==> config.mk <==
export PLATFORM = sky130hd
export DESIGN_NAME = ember_inst_decoder
export DESIGN_NICKNAME = d
export VERILOG_FILES = /design/src/rtl/ember_inst_decoder.sv
export SDC_FILE = /design/constraint.sdc
export NUM_CORES = 1
export LEC_CHECK = 0
export CORE_AREA = 2 2 167 169
export DETAILED_ROUTE_END_ITERATION = 16
export DIE_AREA = 0 0 169 171
export SLEW_MARGIN = 30
export SYNTH_ARGS = -nofsm -noshare
export SYNTH_HDL_FRONTEND = slang
export SYNTH_SLANG_ARGS = --single-unit
==> constraint.sdc <==
create_clock -name clk -period 1.6 [get_ports clk]
set_input_delay 0.32 -clock clk [delete_from_list [all_inputs] [get_ports clk]]
set_output_delay 0.32 -clock clk [all_outputs]
set_load 0.01 [all_outputs]
==> src/rtl/ember_inst_decoder.sv <==
// ember_inst_decoder: captures an instruction, collects its imm/disp/ext words and flags completion.
// Define STRICT_MODE_CHECK_EN to add mode legality checks to decoded_valid.
module ember_inst_decoder #(
    parameter int DATA_W = 64,
    parameter int INST_W = 32
) (
    input  logic              clk,
    input  logic              rst,
    input  logic              inst_load,
    input  logic [INST_W-1:0] inst,
    input  logic              data_load,
    input  logic [DATA_W-1:0] data,
    output logic [11:0]       opcode,
    output logic [3:0]        mode,
    output logic [5:0]        rsrc,
    output logic [5:0]        rdest,
    output logic [3:0]        flags,
    output logic [DATA_W-1:0] imm,
    output logic [DATA_W-1:0] disp,
    output logic [DATA_W-1:0] ext,
    output logic              imm_present,
    output logic              disp_present,
    output logic              ext_present,
    output logic              finished_decoding,
    output logic              decoded_valid
);
    typedef enum logic [2:0] {IDLE, WAIT_IMM, WAIT_DISP, WAIT_EXT, DONE} state_t;

    state_t state, nxt;
    logic [3:0] nf;
    logic [5:0] nsrc, ndst;
    logic ok, in_wait, first_done;

    function automatic state_t pick(input logic [2:0] req);
        pick = req[0] ? WAIT_IMM : req[1] ? WAIT_DISP : req[2] ? WAIT_EXT : DONE;
    endfunction

    assign imm_present  = flags[1];
    assign disp_present = flags[2];
    assign ext_present  = flags[3];

    // Legality is judged on the fields that will be held once this edge completes
    assign nf   = inst_load ? inst[3:0] : flags;
    assign nsrc = inst_load ? inst[15:10] : rsrc;
    assign ndst = inst_load ? inst[9:4] : rdest;

`ifdef STRICT_MODE_CHECK_EN
    logic [3:0] nm;
    assign nm = inst_load ? inst[19:16] : mode;
    assign ok = nf[0] && nsrc < 6'd40 && ndst < 6'd40 && nm >= 4'd1 && nm <= 4'd4
                && (nm != 4'd3 || nf[1]) && (nm != 4'd4 || nf[2]);
`else
    assign ok = nf[0] && nsrc < 6'd40 && ndst < 6'd40;
`endif

    assign in_wait    = state inside {WAIT_IMM, WAIT_DISP, WAIT_EXT};
    assign first_done = inst[3:1] == 3'b000;
    assign nxt = state == WAIT_IMM ? pick({flags[3:2], 1'b0}) :
                 state == WAIT_DISP ? pick({flags[3], 2'b00}) : DONE;

    always_ff @(posedge clk) begin
        if (rst) begin
            state             <= IDLE;
            opcode            <= '0;
            mode              <= '0;
            rsrc              <= '0;
            rdest             <= '0;
            flags             <= '0;
            imm               <= '0;
            disp              <= '0;
            ext               <= '0;
            finished_decoding <= 1'b0;
            decoded_valid     <= 1'b0;
        end else if (inst_load) begin
            opcode            <= inst[31:20];
            mode              <= inst[19:16];
            rsrc              <= inst[15:10];
            rdest             <= inst[9:4];
            flags             <= inst[3:0];
            imm               <= '0;
            disp              <= '0;
            ext               <= '0;
            state             <= pick(inst[3:1]);
            finished_decoding <= first_done;
            decoded_valid     <= first_done && ok;
        end else if (data_load && in_wait) begin
            if (state == WAIT_IMM) imm <= data;
            if (state == WAIT_DISP) disp <= data;
            if (state == WAIT_EXT) ext <= data;
            state             <= nxt;
            finished_decoding <= nxt == DONE;
            decoded_valid     <= nxt == DONE && ok;
        end
    end
endmodule

==> results.json <==
{
  "synth_top_family_by_area": "simple AND/OR/NAND/NOR gates",
  "critPathSlowestCell": "dfxtp_1",
  "drc": 0,
  "ys_seq_area_share_pct": 57.11,
  "clk_pin_slew_worst_paths_ns": 0.05,
  "cts_tree": "yes",
  "avgSynthCellArea_um2": 8.142,
  "outcome": "completed",
  "postCtsSetupBuffers": 0,
  "wl_per_cell_um": 16.20,
  "drt-vias-per-instance": 4.644,
  "fin_crit_sh_pct": 95.22,
  "drv_cap": 0,
  "htreeDepth": 1,
  "grt_usage_pct": 18.31,
  "insertion_delay_ns": 0.53,
  "synth_fp_nets": 1086,
  "synthAdderAreaFrac_pct": 0,
  "core_um2": 27320,
  "finalHoldViolations": 0,
  "r2r-start": "state[1]",
  "critPathKind": "flip-flop to primary output",
  "fin_skew_ns": 0.01212,
  "cts_num_sinks": 229,
  "synth_area_um2": 8028,
  "tightest_slew_ns": 0.3115,
  "crit_path_end_kind": "primary output",
  "fin_area_um2": 12680,
  "worstReg2RegEnd": "imm[1]",
  "cts_hold_buf": 0,
  "finalSetupViolCount": 0,
  "io_pins": 329,
  "synthTopCellsByArea": "dfxtp_1, nand2_1, a21oi_1, mux2i_1, buf_2",
  "drt_wl_total_mm": 27.24,
  "layout-drive-gt1-share_pct": 8.234,
  "dr.pass1.iters": 5,
  "dpl_cell_area_um2": 12030,
  "power_uw": 13240,
  "relSlewSlack_pct": 79.06,
  "worst-path-max-fanout": 2,
  "drtIter0Drc": 491,
  "grt_pass1_wl_mm": 42.30,
  "irDropWorstVdd_mv": 0.7131,
  "ys_ff_latch": 229,
  "grt_max_degree": 48,
  "yosys_warnings": 0,
  "holdWs_ns": 0.2665,
  "path_cells": "dlygate4sd2_1",
  "worst_r2r_path_depth": 5,
  "cp.required_ns": 1.28,
  "synthMuxAreaShare_pct": 3.741,
  "cp-start-kind": "flip-flop",
  "fmax_mhz": 656.4,
  "antenna_found_initial": 0,
  "synth_compound_area_share_pct": 13.58,
  "clockBufferDepth": 3,
  "syn_inst": 986,
  "crit_path_end": "rsrc[5]",
  "synth_xor_area_share_pct": 0,
  "slew_violations": 0,
  "cts_buffers": 26,
  "regToRegSetupSlack_ns": 0.15,
  "nFillCells": 2753,
  "cts_root_buf": "clkbuf_16",
  "synth_simple_gate_area_share_pct": 21.23,
  "p_leak_uw": 0.005485,
  "die-area_um2": 28900,
  "dp_hpwl_mm": 19.17,
  "power.density_cell_area_nw_per_um2": 1044,
  "chipHeight_um": 171,
  "drtAntennaViolNets": 0,
  "io_buffer_count": 328,
  "fin_setup_tns_ns": 0,
  "critPathTopFamily": "flip-flops",
  "grt_pass1_vias": 7490,
  "cp.depth": 1,
  "hp-class": "input port to flip-flop",
  "fp.dieW_um": 169,
  "place_congestion": 0.7716,
  "rsz0062_at_grt": "false",
  "synth.distinct_cells": 29,
  "layout_min_cycle_time_ns": 1.524,
  "critical_path_buf_inv_count": 1,
  "nNetsFinal": 1417,
  "start_util_pct": 29.38,
  "yosysTopAreaCell": "dfxtp_1",
  "area_growth_pct": 57.98,
  "critPathMaxStageDelay_ns": 0.38,
  "rows": 61,
  "grt-ovfl-total": 0,
  "antenna_cells": 0,
  "arrival_ns": 1.20,
  "vias": 7811,
  "crit_start": "rsrc[5]",
  "synth_top_area_share_pct": 57.11
}
==> worst min path at each step <==
stage | start | end | slack (ns) | depth (start not counted)
floorplan | data[0] | disp[0] | 0.46 | 2
global placement | disp[55] | disp[55] | 0.44 | 2
detailed placement | imm[59] | imm[59] | 0.44 | 2
CTS | inst_load | flags[0] | 0.24 | 3
global route | inst_load | flags[0] | 0.31 | 3
finish | inst_load | flags[0] | 0.27 | 3
==> cell usage after synthesis <==
cell type and count:
o32ai_1 1, clkbuf_1 28, a21oi_1 196, buf_4 6, dfxtp_1 229, nor2b_1 2
and3_1 1, inv_1 2, o211ai_1 3, buf_1 3, nand2_1 387, nor3_1 1
nand2b_1 7, nor2b_2 1, a311oi_1 2, buf_2 36, o21bai_2 1, nor2_2 1
a2bb2oi_1 1, or2_1 2, or2_2 1, o311ai_1 1, and2_1 1, nand3_1 1
o31ai_1 1, o21ai_0 3, o221ai_1 1, mux2i_1 30, nor2_1 37
==> kinds of logic after synthesis <==
kind of cell           count (synthesis)
AOI/OAI and AO/OA                    210
buffers and inverters                 75
DFF                                  229
muxes                                 30
and+or+nand+nor                      442
==> layout by cell type (no fill, tap or decap), types with 4 or more instances in the layout <==
master           synthesis  routed
nand2_1                387     386
dlygate4sd2_1            0     229
dfxtp_1                229     225
a21oi_1                196     196
clkdlybuf4s50_1          0      98
nor2_1                  37      37
mux2i_1                 30      30
buf_4                    6      28
clkbuf_16                0      27
buf_12                   0      20
clkbuf_8                 0      11
nand2b_1                 7       6
dfxtp_2                  0       4
==> metal layers <==
metal / global-route usage, % / vias up / routed length, µm
met5: 0 / - / 0
met2: 31.31 / 304 / 12800
li1: - / 3868 / -
met1: 22.75 / 3598 / 11510
met4: 4.385 / 0 / 526
met3: 5.390 / 41 / 2398
==> stage by stage <==
| stage | setup slack, ns | utilization [%] | cells |
|---|---|---|---|
| floorplan | 0.2959 | - | 986 |
| global placement | -0.3553 | 44.01 | 1635 |
| detailed placement | -0.3968 | 44.01 | 1635 |
| CTS | 0.02564 | 46.37 | 1682 |
| global route | 0.003615 | 46.41 | 1682 |
| finish | 0.07649 | 46.41 | 1682 |
==> where the power goes <==
| group | leakage, µW | switching [µW] | internal [µW] |
|---|---|---|---|
| registers | 0.00185 | 64.7 | 5800 |
| logic | 0.00318 | 564 | 552 |
| clock network | 0.000455 | 2360 | 3890 |
| total | 0.00549 | 2990 | 10200 |
==> sequential cells by signal, summed over array words and instances, names as in the netlist <==
signal,count
imm,64
disp,64
mode,4
opcode,12
ext,64
finished_decoding,1
flags,4
state,3
rdest,6
rsrc,6
decoded_valid,1
==> area by class of cell <==
type                    instances  area (µm²)  share of cell area (%)
clock buffers                  41       838.3                   6.610
clock inverters                 6       82.58                  0.6511
inverters                       2       7.507                 0.05919
multi-input cells             682        3129                   24.67
flip-flops and latches        229        4589                   36.19
well taps                     346       432.9                   3.414
repair buffers                376        3602                   28.40
==> timing repair <==
item / in CTS / in global routing
gates resized for setup: 233 / 4
endpoints found under the hold margin: 0 / 0
endpoints found under the setup margin: 231 / 36
cloned: 0 / 0
Note: power is estimated with default switching activity, not from simulation.
